### config.mk
export PLATFORM = sky130hd
export DESIGN_NAME = rr_grant_arbiter_flat
export DESIGN_NICKNAME = d
export VERILOG_FILES = /design/src/rtl/rr_grant_arbiter_if.sv /design/src/rtl/rr_grant_arbiter.sv /design/src/flat_wrapper.sv
export SDC_FILE = /design/constraint.sdc
export NUM_CORES = 1
export LEC_CHECK = 0
export ABC_AREA = 1
export CAP_MARGIN = 30
export CORE_UTILIZATION = 45
export CTS_BUF_LIST = sky130_fd_sc_hd__clkbuf_4 sky130_fd_sc_hd__clkbuf_8 sky130_fd_sc_hd__clkbuf_16
export DETAILED_ROUTE_END_ITERATION = 8
export PLACE_DENSITY = 0.68
export SLEW_MARGIN = 5
export SYNTH_ARGS = -nofsm -noshare
export SYNTH_HDL_FRONTEND = slang
export SYNTH_SLANG_ARGS = --single-unit
### constraint.sdc
create_clock -name clock_i -period 1.7 [get_ports clock_i]
set_input_delay 0.255 -clock clock_i [delete_from_list [all_inputs] [get_ports clock_i]]
set_output_delay 0.255 -clock clock_i [all_outputs]
set_load 0.05 [all_outputs]
### src/rtl/rr_grant_arbiter_if.sv
// rr_grant_arbiter_if: request/grant bundle between requesters and the round-robin arbiter
interface rr_grant_arbiter_if #(
  parameter int N     = 4,
  parameter int IDX_W = (N > 1) ? $clog2(N) : 1
);
  logic [N-1:0]     req;
  logic             done;
  logic [N-1:0]     ack;
  logic [IDX_W-1:0] grant_idx;
  logic             busy;
  logic             forced;
  modport master (output req, done, input ack, grant_idx, busy, forced);
  modport slave  (input req, done, output ack, grant_idx, busy, forced);
endinterface

### src/rtl/rr_grant_arbiter.sv
// rr_grant_arbiter: round-robin one-hot grant with done/drop/hold-limit release
module rr_grant_arbiter #(
  parameter int N        = 4,
  parameter int MAX_HOLD = 16,
  parameter int IDX_W    = (N > 1) ? $clog2(N) : 1
) (
  input logic           clock_i,
  input logic           reset_i,
  rr_grant_arbiter_if.slave bus
);
  localparam int CW = (MAX_HOLD > 0) ? $clog2(MAX_HOLD + 1) : 1;
  localparam logic [CW-1:0] HOLD_MAX = CW'(MAX_HOLD);
  typedef enum logic {IDLE, GRANT} state_t;
  state_t           state_q, state_d;
  logic [N-1:0]     ack_q, ack_d;
  logic [IDX_W-1:0] idx_q, idx_d, ptr_q, ptr_d, sel, nxt;
  logic [CW-1:0]    cnt_q, cnt_d;
  logic             forced_q, forced_d;
  logic             rel_done, rel_drop, rel_to;
  // descending scan so the lowest circular offset from ptr wins
  always_comb begin
    sel = ptr_q;
    for (int i = N - 1; i >= 0; i--)
      if (bus.req[IDX_W'((int'(ptr_q) + i) % N)]) sel = IDX_W'((int'(ptr_q) + i) % N);
  end
  assign nxt      = (idx_q == IDX_W'(N - 1)) ? '0 : idx_q + 1'b1;
  assign rel_done = bus.done;
  assign rel_drop = !bus.req[idx_q];
  assign rel_to   = (MAX_HOLD != 0) && (cnt_q == HOLD_MAX);
  always_comb begin
    state_d  = state_q;
    ack_d    = ack_q;
    idx_d    = idx_q;
    ptr_d    = ptr_q;
    cnt_d    = cnt_q;
    forced_d = 1'b0;
    if (state_q == IDLE) begin
      if (|bus.req) begin
        state_d = GRANT;
        ack_d   = N'(1) << sel;
        idx_d   = sel;
        cnt_d   = CW'(1);
      end
    end else if (rel_done || rel_drop || rel_to) begin
      state_d  = IDLE;
      ack_d    = '0;
      ptr_d    = nxt;
      cnt_d    = '0;
      forced_d = rel_to && !rel_done && !rel_drop;
    end else begin
      cnt_d = (MAX_HOLD != 0 && cnt_q != HOLD_MAX) ? cnt_q + 1'b1 : cnt_q;
    end
  end
  always_ff @(posedge clock_i) begin
    if (!reset_i) begin
      state_q  <= IDLE;
      ack_q    <= '0;
      idx_q    <= '0;
      ptr_q    <= '0;
      cnt_q    <= '0;
      forced_q <= 1'b0;
    end else begin
      state_q  <= state_d;
      ack_q    <= ack_d;
      idx_q    <= idx_d;
      ptr_q    <= ptr_d;
      cnt_q    <= cnt_d;
      forced_q <= forced_d;
    end
  end
  assign bus.ack       = ack_q;
  assign bus.grant_idx = idx_q;
  assign bus.busy      = |ack_q;
  assign bus.forced    = forced_q;
  a_onehot: assert property (@(posedge clock_i) $onehot0(ack_q));
endmodule

### src/flat_wrapper.sv
// flat-port wrapper written by rule: the top's interface ports become plain ports
module rr_grant_arbiter_flat 
#(
  parameter int N        = 4,
  parameter int MAX_HOLD = 16,
  parameter int IDX_W    = (N > 1) ? $clog2(N) : 1
)
  (clock_i, reset_i, bus_req, bus_done, bus_ack, bus_grant_idx, bus_busy, bus_forced);
  rr_grant_arbiter_if #(.N(N), .IDX_W(IDX_W)) bus_i ();
  input logic clock_i;
  input logic reset_i;
  input wire logic [$bits(bus_i.req)-1:0] bus_req;
  input wire logic [$bits(bus_i.done)-1:0] bus_done;
  output wire logic [$bits(bus_i.ack)-1:0] bus_ack;
  output wire logic [$bits(bus_i.grant_idx)-1:0] bus_grant_idx;
  output wire logic [$bits(bus_i.busy)-1:0] bus_busy;
  output wire logic [$bits(bus_i.forced)-1:0] bus_forced;
  assign bus_i.req = bus_req;
  assign bus_i.done = bus_done;
  assign bus_ack = bus_i.ack;
  assign bus_grant_idx = bus_i.grant_idx;
  assign bus_busy = bus_i.busy;
  assign bus_forced = bus_i.forced;
  rr_grant_arbiter #(.N(N), .MAX_HOLD(MAX_HOLD), .IDX_W(IDX_W)) u_core (.clock_i(clock_i), .reset_i(reset_i), .bus(bus_i));
endmodule
==> impl_results.rst <==
.. list-table::
   :header-rows: 1

   * - Metric
     - Value
   * - Outcome
     - finished clean
   * - Syn Std Cell Area
     - roughly 1000 sq um
   * - Pre-antenna DRT Iters
     - 4
   * - Flip-flop and latch count after synthesis
     - 15
   * - Setup violators final
     - 0
   * - Hold path startpoint
     - u_core.ptr_q[0]
   * - Peak clock frequency supported by timing
     - between 600 and 700 MHz
   * - Instance count along the most critical hold path
     - 2
   * - RSZ-0062 raised after global routing
     - false
   * - Global route overflow
     - 0
   * - Clk Latency, worst-skew pair
     - 290 ps
   * - Critical-path cell with the highest stage delay
     - sky130_fd_sc_hd__or4_1
   * - Leakage Power
     - approximately 0.57 nW
   * - Max-cap violation count
     - 0
   * - Average wire per cell in the routed design
     - roughly 12 um
   * - Share of cells above drive strength 1
     - about 31%
   * - Synthesized instance count
     - 142
   * - Area share of the leading cell type in the synthesized netlist
     - a little under a third
   * - Critical path launch point type
     - flip-flop
   * - Sequential-to-total area share from yosys stat
     - 30.0%
   * - TritonCTS clock tree
     - done
   * - Core footprint
     - about 0.002 sq mm
   * - Final core utilization
     - between 50% and 60%
   * - Post-synthesis area per instance
     - ~7 sq um
   * - Post-CTS Setup Inserts
     - 0
   * - # rows
     - 16
   * - Setup crit end kind
     - primary output
   * - First-pass GRT wire length
     - a little under 4000 um
   * - Worst rel slew slack
     - approximately 74%
   * - Clock transition at the register clock pins on the worst setup and hold paths after CTS
     - about 90 ps
   * - DP Wirelength
     - around 1700 um
   * - Top fanout value on the critical path
     - 3
   * - Die Wd
     - around 49 um
   * - Multi-input logic area
     - a little under 600 sq um
   * - Number of cell instances on the worst register-to-register path
     - 13
   * - Slew at the pin with the worst max-slew slack
     - about 400 ps
   * - Slew Limit Fails
     - 0
   * - Number of global-route vias before repair
     - 941
   * - Quantity of I/O buffers inserted on ports
     - 14
   * - Ys Warns
     - 0
   * - Highest ir drop seen on vdd
     - around 530 uV
   * - Via count
     - approximately 960
   * - Most common cell after layout, fill and taps aside
     - sky130_fd_sc_hd__nand2_1
   * - # diodes
     - 0
   * - Total power density per cell area
     - ~1000 mW/mm^2
   * - Number of resized instances in the post-cts repair step
     - 0
   * - Required time of the worst setup path
     - roughly 1400 ps
   * - Number of H-tree levels
     - 1
   * - Hold Path End
     - u_core.ptr_q[0]
   * - Ranking of synthesized cells by area
     - sky130_fd_sc_hd__dfxtp_1 (30%), sky130_fd_sc_hd__nand2_2 (11%), sky130_fd_sc_hd__nand2_1 (7.9%), sky130_fd_sc_hd__nand3_1 (6.0%), sky130_fd_sc_hd__inv_1 (6.0%)
   * - Clock period minus worst slack
     - 1580 ps
   * - Synth Net Count
     - roughly 150
   * - Critical path, cell by cell
     - or4_1 > buf_4
   * - Hold-fix buffer count after cts
     - 0
   * - Leading area contributor after synthesis
     - sky130_fd_sc_hd__dfxtp_1
   * - Die span in y
     - 49.1 um
   * - Worst r2r dst
     - u_core.bus.grant_idx[0]
   * - Setup Total Neg Slack
     - 0 ps
   * - Antenna violation net count after detailed routing
     - 0
   * - Launch instance of the worst register-to-register path
     - u_core.ptr_q[0]
   * - Count of distinct cell types in the synthesized netlist
     - 25
   * - Total detailed-routing wirelength
     - between 2000 and 2500 um
   * - Initial detailed-routing violation count
     - 16
   * - Root buffer cell
     - sky130_fd_sc_hd__clkbuf_4
   * - Antenna violations before repair
     - 0
   * - Layout overhead on the synthesized area
     - 20.7%
   * - Number of I/O pins
     - 15
   * - Number of nets in the finished design
     - between 150 and 200
   * - Vias per std cell
     - 5.04
   * - Maximum buffer depth of the clock tree
     - 2
   * - Smallest setup slack after layout
     - about 120 ps
   * - Highest-count cells in the layout ignoring fill and taps
     - sky130_fd_sc_hd__nand2_1 (21), sky130_fd_sc_hd__nand2_2 (18), sky130_fd_sc_hd__inv_1 (16)
   * - Class of the worst hold path
     - reg -> reg
   * - Pin count of the biggest net entering global routing
     - 13
   * - DRC violation count after routing
     - 0
   * - Final period utilization
     - just over 90%
   * - Arrival time reported for the critical path endpoint
     - 1320 ps
   * - Worst reg-to-reg setup slack
     - approximately 220 ps
   * - Total of fill cells in the finished design
     - 182
   * - Pre-CTS setup slack
     - -83.0 ps
   * - Starting density of the core
     - approximately half
   * - Number of hold violations in the final report
     - 0
   * - CP Class
     - reg -> out
   * - Area taken by flip-flops and latches
     - 300 sq um
   * - GP Congestion
     - 0.799
   * - Number of clock buffers inserted by TritonCTS
     - 3
   * - Slowest cell delay on critical path
     - between 500 and 600 ps
   * - Area of the die
     - ~0.0024 sq mm
   * - Clk sinks
     - 15
   * - GRT Overall Usage
     - roughly a fifth
   * - Worst Skew
     - approximately 1.5 ps
[worst max-delay path: cells and delay by family (launching register included)]
kind                   cells  cell delay (ps)
buffers and inverters      1              200
flip-flops                 1              330
AND/OR/NAND/NOR            1              510
[synth_stat cells (all sizes together)]
cell type / n
nor2: 11
a21boi: 1
inv: 23
o21ai: 7
nor4: 1
nand4: 4
dfxtp: 15
clkbuf: 1
a22oi: 4
nand3: 13
or4: 1
buf: 1
xor2: 2
a21oi: 11
ha: 3
nand2: 43
nor3: 1
[state kept, by name (all words and copies together), names as in the netlist]
| name | cells |
|---|---|
| u_core.state_q | 1 |
| u_core.ptr_q | 2 |
| u_core.bus.grant_idx | 2 |
| u_core.cnt_q | 5 |
| u_core.bus.ack | 4 |
| u_core.bus.forced | 1 |
[worst max-delay path by stage]
stage,start,to,cells after the start
2_1_floorplan,u_core.bus.grant_idx[0],u_core.bus.ack[3],10
3_3_place_gp,bus_req[1],u_core.ptr_q[0],12
3_5_place_dp,bus_req[1],u_core.cnt_q[1],11
4_1_cts,u_core.bus.ack[2],bus_busy,2
5_1_grt,bus_req[1],u_core.cnt_q[0],11
6_report,u_core.bus.ack[2],bus_busy,2
[metrics by stage]
step	hold WS (ps)	cell area (sq um)	instances	total power [mW]
2_1_floorplan	331	1000	142	0.890
3_3_place_gp	457	1180	186	1.03
3_5_place_dp	475	1180	186	1.04
4_1_cts	488	1210	190	1.27
5_1_grt	509	1210	190	1.35
6_report	482	1210	190	1.26
[cells by family (layout without fill, tap and decap cells)]
group / Yosys count / in the layout / synth area share [%]
compound gates: 23 / 23 / 13.1
xor+xnor: 2 / 2 / 1.75
fa+ha+maj: 3 / 3 / 3.76
buf+inv: 25 / 46 / 10.9
flops: 15 / 15 / 30.0
simple gates: 74 / 74 / 40.4
[layer usage]
layer / share of wire (%) / vias up / wire (um) / global-route usage (%)
li1: - / 501 / - / -
met1: 43 / 438 / 944 / 21.8
met2: 52 / 11 / 1150 / 40.2
met3: 1.5 / 8 / 33 / 1.87
met4: 3.1 / 0 / 68 / 12.3
met5: 0 / - / 0 / 0
[cell type report]
cell class              instances  area share [%]
clock buffers                   4            2.49
inverters                      23            7.78
multi-input cells             102            49.0
flip-flops and latches         15            24.9
well taps                      27            2.80
repair buffers                 19            13.1
[where the power goes]
part,internal [mW],switching [mW]
Sequential,0.388,0.0367
Combinational,0.209,0.399
Clock,0.107,0.119
Power figures use the tool's default switching activity.
